<file path="src/rtl/calc_pkg.sv">
// calc_pkg: shared types and constants for the calculator input sequencer.
//   state_t                 - sequencer FSM state (IDLE=00, OPND=01, SEND=10)
//   opcode_t                - 3-bit calculator opcode
//   DEFAULT_DEBOUNCE_CYCLES - default stable-cycle count for key debouncing
package calc_pkg;

    typedef enum logic [1:0] {
        ST_IDLE    = 2'b00,
        ST_OPND    = 2'b01,
        ST_SEND    = 2'b10,
        ST_ILLEGAL = 2'b11
    } state_t;

    typedef logic [2:0] opcode_t;

    localparam int DEFAULT_DEBOUNCE_CYCLES = 50000;

endpackage

</file>
<file path="src/rtl/key_conditioner.sv">
// key_conditioner: synchronizes one raw active-low pushbutton and turns each
// accepted press (high-to-low transition) into a single-cycle pulse.
// Optional feature macro: CALC_DEBOUNCE_EN. When defined, a level is accepted
// only after the synchronized input has differed from the accepted level for
// DEBOUNCE_CYCLES consecutive cycles. When undefined, the press is simply the
// falling edge of the synchronized key.
// Ports:
//   clk     - clock, rising edge
//   rst_n   - asynchronous active-low reset
//   key_raw - raw active-low key level
//   press   - one-cycle pulse per accepted press
module key_conditioner
    import calc_pkg::*;
#(
    parameter int DEBOUNCE_CYCLES = DEFAULT_DEBOUNCE_CYCLES,
    parameter int SYNC_STAGES     = 2
) (
    input  logic clk,
    input  logic rst_n,
    input  logic key_raw,
    output logic press
);

    // Parameter sanity check at elaboration.
    generate
        if (SYNC_STAGES < 2 || DEBOUNCE_CYCLES < 1) begin : g_bad_param
            $error("key_conditioner: SYNC_STAGES must be >= 2 and DEBOUNCE_CYCLES >= 1");
        end
    endgenerate

    // Synchronizer resets to 1, i.e. key released.
    logic [SYNC_STAGES-1:0] sync_q;
    logic                   key_sync;

    always_ff @(posedge clk or negedge rst_n) begin
        if (!rst_n) sync_q <= '1;
        else        sync_q <= {sync_q[SYNC_STAGES-2:0], key_raw};
    end

    assign key_sync = sync_q[SYNC_STAGES-1];

`ifdef CALC_DEBOUNCE_EN
    localparam int CW = $clog2(DEBOUNCE_CYCLES + 1);

    logic [CW-1:0] count_q;
    logic          accepted_q;
    logic          press_q;

    // Count consecutive cycles of disagreement; the cycle that completes the
    // run flips the accepted level and, for a falling level, raises press_q.
    always_ff @(posedge clk or negedge rst_n) begin
        if (!rst_n) begin
            count_q    <= '0;
            accepted_q <= 1'b1;
            press_q    <= 1'b0;
        end else begin
            press_q <= 1'b0;
            if (key_sync == accepted_q) begin
                count_q <= '0;
            end else if (count_q == CW'(DEBOUNCE_CYCLES - 1)) begin
                count_q    <= '0;
                accepted_q <= key_sync;
                press_q    <= ~key_sync;
            end else begin
                count_q <= count_q + 1'b1;
            end
        end
    end

    assign press = press_q;
`else
    logic prev_q;

    always_ff @(posedge clk or negedge rst_n) begin
        if (!rst_n) prev_q <= 1'b1;
        else        prev_q <= key_sync;
    end

    assign press = prev_q & ~key_sync;
`endif

endmodule

</file>
<file path="src/rtl/calc_input_seq.sv">
// calc_input_seq: collects operands and an opcode from switches/pushbuttons
// and presents them as one request to the calculator stage.
// Optional feature macro: CALC_DEBOUNCE_EN (enables key debouncing).
// Ports:
//   CLOCK_50  - clock, rising edge
//   RESET_N   - asynchronous active-low reset
//   KEY[2:0]  - raw active-low keys: [0] capture operands, [1] capture opcode, [2] clear
//   SW[7:0]   - raw switches: [7:4] operand A, [3:0] operand B, [2:0] opcode
//   A, B, OP  - captured request fields
//   out_valid - request valid (high exactly in SEND)
//   out_ready - downstream accepts the request
//   STATE     - current FSM state
//   TXN_COUNT - number of completed handshakes, wraps at 255
//
// Handshake: a request transfers on a rising edge where out_valid and
// out_ready are both high. Once raised, out_valid stays high and A/B/OP stay
// stable until that transfer, except that a clear press withdraws the request.
module calc_input_seq
    import calc_pkg::*;
#(
    parameter int DEBOUNCE_CYCLES = DEFAULT_DEBOUNCE_CYCLES,
    parameter int SYNC_STAGES     = 2
) (
    input  logic       CLOCK_50,
    input  logic       RESET_N,
    input  logic [2:0] KEY,
    input  logic [7:0] SW,
    output logic [3:0] A,
    output logic [3:0] B,
    output logic [2:0] OP,
    output logic       out_valid,
    input  logic       out_ready,
    output logic [1:0] STATE,
    output logic [7:0] TXN_COUNT
);

    logic [2:0] press;

    key_conditioner #(.DEBOUNCE_CYCLES(DEBOUNCE_CYCLES), .SYNC_STAGES(SYNC_STAGES))
        u_key_opnd  (.clk(CLOCK_50), .rst_n(RESET_N), .key_raw(KEY[0]), .press(press[0]));
    key_conditioner #(.DEBOUNCE_CYCLES(DEBOUNCE_CYCLES), .SYNC_STAGES(SYNC_STAGES))
        u_key_op    (.clk(CLOCK_50), .rst_n(RESET_N), .key_raw(KEY[1]), .press(press[1]));
    key_conditioner #(.DEBOUNCE_CYCLES(DEBOUNCE_CYCLES), .SYNC_STAGES(SYNC_STAGES))
        u_key_clear (.clk(CLOCK_50), .rst_n(RESET_N), .key_raw(KEY[2]), .press(press[2]));

    // Switch synchronizer; same depth as the keys so a press samples switch
    // values of the same age.
    logic [SYNC_STAGES-1:0][7:0] sw_q;
    logic [7:0]                  sw_sync;

    always_ff @(posedge CLOCK_50 or negedge RESET_N) begin
        if (!RESET_N) sw_q <= '1;
        else          sw_q <= {sw_q[SYNC_STAGES-2:0], SW};
    end

    assign sw_sync = sw_q[SYNC_STAGES-1];

    state_t     state_q, state_d;
    logic [3:0] a_q, a_d, b_q, b_d;
    opcode_t    op_q, op_d;
    logic [7:0] cnt_q, cnt_d;

    always_ff @(posedge CLOCK_50 or negedge RESET_N) begin
        if (!RESET_N) begin
            state_q <= ST_IDLE;
            a_q     <= '0;
            b_q     <= '0;
            op_q    <= '0;
            cnt_q   <= '0;
        end else begin
            state_q <= state_d;
            a_q     <= a_d;
            b_q     <= b_d;
            op_q    <= op_d;
            cnt_q   <= cnt_d;
        end
    end

    always_comb begin
        state_d = state_q;
        a_d     = a_q;
        b_d     = b_q;
        op_d    = op_q;
        cnt_d   = cnt_q;
        // Clear wins over everything, including a handshake on the same edge.
        if (press[2]) begin
            state_d = ST_IDLE;
        end else begin
            case (state_q)
                ST_IDLE: begin
                    if (press[0]) begin
                        a_d     = sw_sync[7:4];
                        b_d     = sw_sync[3:0];
                        state_d = ST_OPND;
                    end
                end
                ST_OPND: begin
                    // Operand capture shadows a simultaneous opcode press.
                    if (press[0]) begin
                        a_d = sw_sync[7:4];
                        b_d = sw_sync[3:0];
                    end else if (press[1]) begin
                        op_d    = sw_sync[2:0];
                        state_d = ST_SEND;
                    end
                end
                ST_SEND: begin
                    if (out_ready) begin
                        state_d = ST_IDLE;
                        cnt_d   = cnt_q + 8'd1;
                    end
                end
                default: state_d = ST_IDLE;
            endcase
        end
    end

    assign A         = a_q;
    assign B         = b_q;
    assign OP        = op_q;
    assign out_valid = (state_q == ST_SEND);
    assign STATE     = state_q;
    assign TXN_COUNT = cnt_q;

endmodule
</file>
<file path="config.mk">
export PLATFORM = sky130hd
export DESIGN_NAME = calc_input_seq
export DESIGN_NICKNAME = d
export VERILOG_FILES = /design/src/rtl/calc_pkg.sv /design/src/rtl/key_conditioner.sv /design/src/rtl/calc_input_seq.sv
export SDC_FILE = /design/constraint.sdc
export NUM_CORES = 1
export LEC_CHECK = 0
export CORE_UTILIZATION = 43
export CTS_CLUSTER_SIZE = 28
export DETAILED_ROUTE_END_ITERATION = 7
export PLACE_DENSITY = 0.73
export SLEW_MARGIN = 20
export SYNTH_ARGS = -nofsm -noshare
export SYNTH_HDL_FRONTEND = slang
export SYNTH_HIERARCHICAL = 1
export SYNTH_SLANG_ARGS = --single-unit
</file>
<file path="constraint.sdc">
create_clock -name CLOCK_50 -period 1.5 [get_ports CLOCK_50]
set_input_delay 0.3 -clock CLOCK_50 [delete_from_list [all_inputs] [get_ports CLOCK_50]]
set_output_delay 0.3 -clock CLOCK_50 [all_outputs]
set_load 0.05 [all_outputs]
</file>
==> flow_metrics.env, run 1 <==
export IMPL_worst_slack_ns=-0.105
export IMPL_ys_warn_count=6
export IMPL_clock_fmax_ghz=0.623
export IMPL_ys_flop_type="dfstp_2"
export IMPL_insertion_delay_ns=0.35
export IMPL_vias=890
export IMPL_p_per_area_nw_per_um2=1480
export IMPL_dr_pass1_iters=6
export IMPL_hold_viol=0
export IMPL_period_minus_slack_ns=1.60
export IMPL_overflow=0
export IMPL_power_uw=3620
export IMPL_antenna_cells=0
export IMPL_core_area_um2=3420
export IMPL_min_to="sw_q[3]"
export IMPL_ant_nets=0
export IMPL_clockPowerShare_pct=24.3
export IMPL_status="finished, violations left"
export IMPL_reg2reg_to="OP[1]"
export IMPL_rsz0062_at_grt="yes"
export IMPL_r2r_start="u_key_op/prev_q"
export IMPL_tightest_slew_ns=0.238
export IMPL_cp_slowest_stage_delay_ns=0.54
export IMPL_clk_pin_slew_worst_paths_ns=0.13
export IMPL_first_iter_violations=23
export IMPL_p_int_uw=2540
export IMPL_dieHeight_um=62.4
export IMPL_r2r_setup_slack_ns=-0.10
export IMPL_htree_levels=2
export IMPL_nNetsFinal=156
export IMPL_grt_pass1_vias=995
export IMPL_die_area_um2=3900
export IMPL_rr_worst_depth=4
export IMPL_synth_top_area_share_pct=41.8
export IMPL_cts_buffer_depth=2
export IMPL_post_place_cells=175
export IMPL_port_buffers=35
export IMPL_slowest_stage="dfstp_2"
export IMPL_critPathKind="reg2reg"
export IMPL_p_leak_uw=0.00107
export IMPL_ys_seq_elements=46
export IMPL_path_cells="nor2b_4 -> nand2_1 -> or4_4 -> mux2_4"
export IMPL_drv_cap=0
export IMPL_switching_share_pct=29.9
export IMPL_whs_path_depth=1
export IMPL_post_drt_via_cell_ratio=4.73
export IMPL_fin_crit_sh_pct=107
export IMPL_synth_cells=90
export IMPL_gp_congestion=0.765
export IMPL_violations="setup timing"
export IMPL_ys_types=22
export IMPL_netlist_area_um2=1570
export IMPL_tritoncts="yes"
export IMPL_cp_end_kind="flip-flop"
export IMPL_synth_area_top_cells="dfstp_2, dfrtp_1, mux2_2"
export IMPL_synth_async_reset_ratio_pct=100
export IMPL_slew_viol_final=0
export IMPL_clock_skew_ns=0.0135
export IMPL_startpoint_type="flip-flop"
export IMPL_min_from="SW[3]"
export IMPL_crit_required_ns=1.76
export IMPL_drive_above_1_share_pct=59.9
export IMPL_synth_area_per_cell_um2=17.4
export IMPL_wl_per_cell_um=14.7
export IMPL_p_switching_uw=1080
export IMPL_nFillCells=217
export IMPL_cts_buffers=5
export IMPL_grt_pass1_wl_um=4860
export IMPL_synth_top_area_cell="dfstp_2"
export IMPL_ir_worst_vdd_v=0.00104
export IMPL_hold_class="in2reg"
export IMPL_path_max_fanout=4
export IMPL_cp_data_arrival_time_ns=1.86
export IMPL_dp_hpwl_um=1830
export IMPL_std_cell_rows=21
export IMPL_synth_edf_count=0
export IMPL_combPwrFrac_pct=32.0
export IMPL_synth_nets=105
export IMPL_pin_count=36
export IMPL_initial_utilization_pct=46.0
export IMPL_cts_root_buf="clkbuf_4"
export IMPL_fin_cells=188
export IMPL_maxSlewHeadroom_pct=84.2
export IMPL_routed_wl_um=2760
export IMPL_grt_use_total_pct=16.7
export IMPL_drc=0
export IMPL_grt_max_degree=47
export IMPL_seq_power_share_pct=43.7
export IMPL_die_w_um=62.4
export IMPL_cts_sinks=46
export IMPL_dp_slack_ns=-0.234
export IMPL_yosysSeqAreaShare_pct=75.3
export IMPL_setup_violations=11
export IMPL_antenna_found_initial=0
export IMPL_synthToLayoutAreaGrowth_pct=55.6
-- logic make-up (layout without fill, tap and decap cells) --
kind of cell    after synthesis  after routing  share of synthesized area [%]
xor+xnor                      7              7                           3.90
compound gates                2              2                          0.637
simple gates                 20             20                           9.56
flops                        46             46                           75.3
fa+ha+maj                     1              1                          0.797
mux                          12             12                           9.32
buf+inv                       2             54                          0.478
-- worst max path at each step --
stage / slack (ns) / endpoint / cells after the start / start
3_5_place_dp: -0.23 / TXN_COUNT[1] / 4 / out_ready
2_1_floorplan: -0.05 / OP[0] / 4 / u_key_op/prev_q
6_report: -0.10 / OP[1] / 4 / u_key_op/prev_q
3_3_place_gp: -0.18 / TXN_COUNT[1] / 4 / out_ready
4_1_cts: -0.10 / OP[1] / 3 / u_key_clear/sync_q[1]
5_1_grt: -0.14 / OP[1] / 4 / u_key_op/prev_q
-- power by group through the flow --
stage | Sequential [µW] | Clock (µW) | Combinational, µW
5_1_grt | 1600 | 951 | 1200
6_report | 1580 | 879 | 1160
3_5_place_dp | 1600 | 0 | 1120
3_3_place_gp | 1590 | 0 | 1100
2_1_floorplan | 1910 | 0 | 154
4_1_cts | 1580 | 900 | 1160
-- placed cells by master (no fill, tap or decap), types with 2 or more instances in the layout --
cell,n
and3_1,2
buf_12,23
buf_4,5
buf_6,3
bufinv_16,2
clkbuf_4,5
clkdlybuf4s50_1,12
dfrtp_1,19
dfrtp_2,2
dfstp_2,25
mux2_4,11
nand2_1,4
nand4_1,3
nor2b_4,4
xnor2_1,4
xor2_1,3
-- per-stage QoR --
step                hold slack, ns  TNS [ns]  util [%]  area (µm²)
floorplan                  0.00441    -0.532         -        1580
global placement             0.286    -0.858      65.7        2240
detailed placement           0.290     -1.46      65.7        2240
CTS                          0.327    -0.905      71.0        2430
global route                 0.328     -1.60      71.5        2440
finish                       0.342    -0.701      71.5        2440
-- state kept, by name (all words and copies together), names as in the netlist --
signal / cells
u_key_opnd/sync_q: 2
u_key_op/prev_q: 1
OP: 3
sw_sync: 8
u_key_op/sync_q: 2
u_key_clear/sync_q: 2
B: 4
TXN_COUNT: 8
sw_q: 8
u_key_opnd/prev_q: 1
A: 4
STATE: 2
u_key_clear/prev_q: 1
-- cell type report --
cell class	instances	area, µm²	share of cell area [%]
Sequential cell	46	1180	48.5
Clock buffer	5	37.5	1.54
Timing Repair Buffer	45	667	27.3
Multi-Input combinational cell	42	429	17.6
Tap cell	46	57.6	2.36
Clock inverter	3	63.8	2.61
Inverter	1	3.75	0.154
-- synthesized netlist by cell type, drive strengths merged, types with 2 or more instances --
library cell	n
nand2	4
nand4	3
nor3	2
dfstp	25
dfrtp	21
xor2	3
nor2b	4
mux2	12
xnor2	4
and3	2
-- per-layer routing --
layer | wire (µm) | global-route usage [%]
met1 | 1140 | 20.6
met2 | 1430 | 27.0
met3 | 127 | 5.11
met4 | 63 | 7.27
met5 | 0 | 0
-- critical path, delay by kind of cell (launching register included) --
| family | cells | cell delay [ns] |
|---|---|---|
| AND/OR/NAND/NOR | 3 | 0.66 |
| flip-flops | 1 | 0.54 |
| multiplexers | 1 | 0.32 |
-- timing repair --
item                                    CTS  global route
endpoints found under the hold margin    21             0
hold buffers                              1             0
buffers inserted                          3             1
pin swaps                                 1             1
resized for setup                        12             2
endpoints found under the setup margin   12            18
Note: power is estimated with default switching activity, not from simulation.
==> run 2, diff against run 1 <==
--- a/config.mk
+++ b/config.mk
@@ -5,9 +5,11 @@
 export SDC_FILE = /design/constraint.sdc
 export NUM_CORES = 1
 export LEC_CHECK = 0
-export CORE_UTILIZATION = 43
+export ABC_AREA = 1
+export CORE_UTILIZATION = 44
 export CTS_CLUSTER_SIZE = 28
 export DETAILED_ROUTE_END_ITERATION = 7
+export GPL_ROUTABILITY_DRIVEN = 0
 export PLACE_DENSITY = 0.73
 export SLEW_MARGIN = 20
 export SYNTH_ARGS = -nofsm -noshare
==> flow_metrics.env, run 2 <==
export IMPL_drive_above_1_share_pct=36.8
export IMPL_die_area_um2=4080
export IMPL_cp_data_arrival_time_ns=1.12
export IMPL_startpoint_type="flip-flop"
export IMPL_synth_async_reset_ratio_pct=100
export IMPL_antenna_cells=0
export IMPL_synth_top_area_share_pct=39.0
export IMPL_hold_class="reg2reg"
export IMPL_synth_nets=165
export IMPL_critPathKind="reg2out"
export IMPL_final_cell_mix="nand2_1, dfstp_2, buf_12"
export IMPL_routed_wl_um=2830
export IMPL_vias=1123
export IMPL_grt_use_total_pct=16.4
export IMPL_crit_start="STATE[1]"
export IMPL_first_iter_violations=32
export IMPL_cts_sinks=46
export IMPL_cts_buffers=5
export IMPL_tritoncts="yes"
export IMPL_cp_end_kind="primary output"
export IMPL_ant_nets=0
export IMPL_wl_met2_um=1520
export IMPL_whs_path_depth=0
export IMPL_status="finished clean"
export IMPL_period_minus_slack_ns=1.42
export IMPL_cts_root_buf="clkbuf_8"
export IMPL_overflow=0
export IMPL_std_cell_rows=22
export IMPL_wl_met3_um=115
export IMPL_synth_cells=150
export IMPL_grt_max_degree=47
export IMPL_drv_cap=0
export IMPL_synth_area_per_cell_um2=11.2
export IMPL_wl_per_cell_um=11.7
export IMPL_drc=0
export IMPL_dp_hpwl_um=2100
export IMPL_slowest_stage="dfrtp_2"
export IMPL_r2r_start="u_key_clear/prev_q"
export IMPL_worst_slack_ns=0.0814
export IMPL_hold_viol=0
export IMPL_rsz0062_at_grt="no"
export IMPL_clock_fmax_ghz=0.705
export IMPL_clock_skew_ns=0.00523
export IMPL_grt_pass1_vias=1140
export IMPL_die_w_um=63.9
export IMPL_finalSetupTns_ns=0
export IMPL_maxSlewHeadroom_pct=81.5
export IMPL_synth_edf_count=0
export IMPL_htree_levels=2
export IMPL_fin_crit_sh_pct=94.6
export IMPL_core_area_um2=3660
export IMPL_dr_pass1_iters=4
export IMPL_setup_violations=0
export IMPL_dieHeight_um=63.9
export IMPL_insertion_delay_ns=0.29
export IMPL_path_max_fanout=4
export IMPL_tightest_slew_ns=0.278
export IMPL_clk_pin_slew_worst_paths_ns=0.07
export IMPL_rr_worst_depth=7
export IMPL_critPathCapture="out_valid"
export IMPL_pin_count=36
export IMPL_ys_flop_type="dfstp_2"
export IMPL_ys_warn_count=6
export IMPL_postCtsSetupRepairBufs=0
export IMPL_met1Wirelength_um=1130
export IMPL_r2r_setup_slack_ns=0.12
export IMPL_p_per_area_nw_per_um2=1470
export IMPL_slew_viol_final=0
export IMPL_cp_slowest_stage_delay_ns=0.44
export IMPL_synth_top_area_cell="dfstp_2"
export IMPL_crit_required_ns=1.20
export IMPL_nNetsFinal=207
export IMPL_port_buffers=35
export IMPL_reg2reg_to="TXN_COUNT[3]"
export IMPL_netlist_area_um2=1680
export IMPL_p_leak_uw=0.00110
export IMPL_mostFrequentLayoutCell="nand2_1"
export IMPL_ys_seq_elements=46
export IMPL_synthToLayoutAreaGrowth_pct=44.3
export IMPL_dp_slack_ns=0.0344
export IMPL_grt_pass1_wl_um=4930
export IMPL_topRoutingLayerUsed="met4"
export IMPL_synth_area_top_cells="dfstp_2, dfrtp_1, nand2_1"
export IMPL_antenna_found_initial=0
export IMPL_initial_utilization_pct=46.0
export IMPL_cts_buffer_depth=2
export IMPL_synth_commonest_cells="nand2_1, dfstp_2, dfrtp_1, inv_1, nand3_1"
export IMPL_yosysMostFrequentCell="nand2_1"
export IMPL_ir_worst_vdd_v=0.000865
export IMPL_post_drt_via_cell_ratio=4.66
export IMPL_nFillCells=263
export IMPL_path_cells="inv_2 -> nor2_4 -> buf_12"
export IMPL_ys_types=21
export IMPL_yosysSeqAreaShare_pct=70.2
run 2: changes by cell type after synthesis, sizes merged, moves of 2 or more:
cell and change:
and3 -2, buf +3, inv +14, mux2 -12, nand2 +44, nand3 +11
nor2 +9, nor2b -4, o21ai +8, xnor2 -3
run 2: stage by stage:
step | total power, µW | std cells | instance area [µm²] | hold slack, ns | util, %
finish | 3580 | 241 | 2430 | 0.356 | 66.4
detailed placement | 2870 | 232 | 2320 | 0.290 | 63.3
floorplan | 2170 | 150 | 1690 | 0.00441 | -
global route | 3760 | 241 | 2430 | 0.355 | 66.4
CTS | 3620 | 241 | 2420 | 0.358 | 66.1
global placement | 2840 | 232 | 2320 | 0.289 | 63.3
run 2: timing repair:
item                       in CTS  in global routing
setup endpoints to repair       0                  7
hold buffers                    1                  0
hold endpoints to repair       21                  0
gates resized for setup         0                  2
run 2: power by group:
group	internal [µW]	switching, µW	leakage, µW
registers	1420	179	0.000531
clock network	371	364	0.0000482
logic	591	653	0.000516
total	2380	1200	0.00110
run 2: routing by layer:
layer	track usage, %	vias up
li1	-	546
met1	18.4	542
met2	27.8	28
met3	4.11	7
met4	9.94	0
met5	0	-
run 2: critical path, delay by kind of cell, from the launching register on:
family | cells | cell delay [ns]
DFF | 1 | 0.44
and+or+nand+nor | 1 | 0.17
buffers and inverters | 2 | 0.22
run 2: cell families (layout without fill, tap and decap cells):
logic type,after synthesis,in the layout,synth area share (%)
adders and majority gates,1,1,0.743
and+or+nand+nor,73,73,20.0
xor gates and xnor gates,3,3,1.56
buffers and inverters,18,61,4.61
AOI/OAI and AO/OA,9,9,2.90
DFF,46,46,70.2
run 2: worst min path at each step:
stage	start	to
5_1_grt	sw_q[1]	sw_sync[1]
6_report	sw_q[3]	sw_sync[3]
3_5_place_dp	RESET_N	TXN_COUNT[4]
4_1_cts	sw_q[3]	sw_sync[3]
2_1_floorplan	RESET_N	A[0]
3_3_place_gp	RESET_N	TXN_COUNT[5]
run 2: area by class of cell:
type / instances / area [µm²] / area share [%]
multi-input combinational: 86 / 434 / 17.9
inverter: 15 / 56.3 / 2.32
timing repair buffer: 38 / 603 / 24.8
tap: 48 / 60.1 / 2.47
clock inverter: 1 / 5.00 / 0.206
clock buffer: 7 / 86.3 / 3.55
sequential: 46 / 1180 / 48.8
==> run 3, diff against run 2 <==
--- a/config.mk
+++ b/config.mk
@@ -11,7 +11,8 @@
 export DETAILED_ROUTE_END_ITERATION = 7
 export GPL_ROUTABILITY_DRIVEN = 0
 export PLACE_DENSITY = 0.73
-export SLEW_MARGIN = 20
+export SKIP_CTS_REPAIR_TIMING = 1
+export SLEW_MARGIN = 0
 export SYNTH_ARGS = -nofsm -noshare
 export SYNTH_HDL_FRONTEND = slang
 export SYNTH_HIERARCHICAL = 1
==> results of run 3 <==
Same layout as run 2: the final DEF is identical, and so are final timing and power.
Among the figures that moved: wire length of the first global-routing pass 4930 µm -> 4900 µm; via count of the first global-routing pass 1140 -> 1133; overall routing resource usage 16.4% -> 16.3%; met1 usage 18.4% -> 18.2%
==> patch: new RTL, settings of run 1 <==
`SYNC_STAGES` is set to 2 in 2 places; all go to 4.
--- a/src/rtl/key_conditioner.sv
+++ b/src/rtl/key_conditioner.sv
@@ -14,5 +14,5 @@
 #(
     parameter int DEBOUNCE_CYCLES = DEFAULT_DEBOUNCE_CYCLES,
-    parameter int SYNC_STAGES     = 2
+    parameter int SYNC_STAGES     = 4
 ) (
     input  logic clk,
--- a/src/rtl/calc_input_seq.sv
+++ b/src/rtl/calc_input_seq.sv
@@ -20,5 +20,5 @@
 #(
     parameter int DEBOUNCE_CYCLES = DEFAULT_DEBOUNCE_CYCLES,
-    parameter int SYNC_STAGES     = 2
+    parameter int SYNC_STAGES     = 4
 ) (
     input  logic       CLOCK_50,
Formal check against the unedited RTL: not equivalent (Yosys sat finds a counterexample within 4 cycles, from zero or initial values and one cycle with RESET_N low).
==> patch against run 1 <==
The flow still finishes with violations (negative setup slack). Final area grew 28%. Synthesized area grew 36%. Sequential cell count grew 22. Die area grew 35%. Critical path type unchanged. Worst setup slack gained 0.0072 ns. Power grew 38%. Critical path depth is the same. Highest routed layer unchanged. Critical endpoint is now OP[0]. Routed wire length grew 18%. Largest power group unchanged.
==> patch: results (changes against run 1) <==
status:
  status: "finished, violations left"  # unchanged
  violations: "negative setup slack"  # unchanged
finish:
  nonClkBufAreaFrac: 0.208  # was 0.273
  clock_buffers: 10  # was 5
  seq_cells: 68  # was 46
  buffers: 43  # was 45
  drive_above_1_share: 0.679  # was 0.599
  multi_input_area_um2: 403  # was 429 µm²
  final-clk-cell-share: 0.0704  # was 0.0415
  regArea_mm2: 0.00176  # was 0.00118 mm²
  nFillCells: 340  # was 217
  fin_nets: 178  # was 156
synthesis:
  synth_common_cells: "dfstp_2, dfrtp_1, mux2_2"  # unchanged
  synth_cell_types: 20  # was 22
  synthMuxAreaShare: 0.0684  # was 0.0932
  synth_compound_gate_area_share: 0.00643  # was 0.00637
  yosys-top-cells-area: "dfstp_2, dfrtp_1, mux2_2"  # unchanged
  synth_xor_area_frac: 0.0287  # was 0.0390
  seq_area_frac_synth: 0.823  # was 0.753
  synthCells: 110  # was 90
  synth_fa_ha_area_frac: 0.00585  # was 0.00797
  syn_nets: 125  # was 105
timing:
  setup_viol: 3  # was 11
  fin_skew_ns: 0.00855  # was 0.0135 ns
  worst_hold_slack_ns: 0.353  # was 0.342 ns
  tightest_slew_ns: 0.333  # was 0.238 ns
  setup_ws_ns: -0.0977  # was -0.105 ns
setup_path:
  r2r-end: "OP[0]"  # was OP[1]
  worst-endpoint-arrival_ns: 1.82  # was 1.86 ns
global_route:
  grt_first_pass_wirelength_um: 5370  # was 4860 µm
  grtUsageTotal: 0.146  # was 0.167
  use_met1: 0.182  # was 0.206
  grt_start_max_net_pins: 69  # was 47
  grt_util_met2: 0.221  # was 0.270
  first_global_vias: 1095  # was 995
worst_hold_path:
  worstHoldStart: "sw_q[16]"  # was SW[3]
  holdPathEnd: "sw_sync[0]"  # was sw_q[3]
  hp-class: "flop to flop"  # was input port to flop
  min_path_cells: 0  # was 1
clocking:
  clkLatencyLatePin_ns: 0.33  # was 0.35 ns
  clock-root-buffer: "clkbuf_8"  # was clkbuf_4
  cts_inserted_buffers: 9  # was 5
  htree_levels: 3  # was 2
  clkTransAtPathRegs_ns: 0.07  # was 0.13 ns
placed_design:
  place_hpwl_um: 2070  # was 1830 µm
  place_congestion: 0.741  # was 0.765
detailed_routing:
  drtPass1Iterations: 4  # was 6
[patch: metal layers]
| metal | vias to the layer above | part of all wire |
|---|---|---|
| met5 | - | 0 |
| met2 | 38 | 0.49 |
| li1 | 475 | - |
| met4 | 0 | 0.013 |
| met1 | 517 | 0.44 |
| met3 | 4 | 0.058 |
[patch: through the flow]
| step | setup slack, ns | cell area [µm²] | TNS (ns) | total power, mW |
|---|---|---|---|---|
| 2_1_floorplan | -0.0561 | 2140 | -0.538 | 2.74 |
| 3_3_place_gp | -0.226 | 2850 | -1.33 | 3.38 |
| 3_5_place_dp | -0.221 | 2850 | -1.63 | 3.42 |
| 4_1_cts | -0.0960 | 3120 | -0.517 | 5.06 |
| 5_1_grt | -0.133 | 3130 | -1.00 | 5.18 |
| 6_report | -0.0977 | 3130 | -0.288 | 5.00 |
[patch: timing repair]
action | CTS | global route
gates resized for setup | 10 | 3
pin swaps | 1 | 1
hold buffers | 1 | 0
endpoints found under the setup margin | 12 | 18
setup buffers | 1 | 0
hold endpoints to repair | 21 | 0
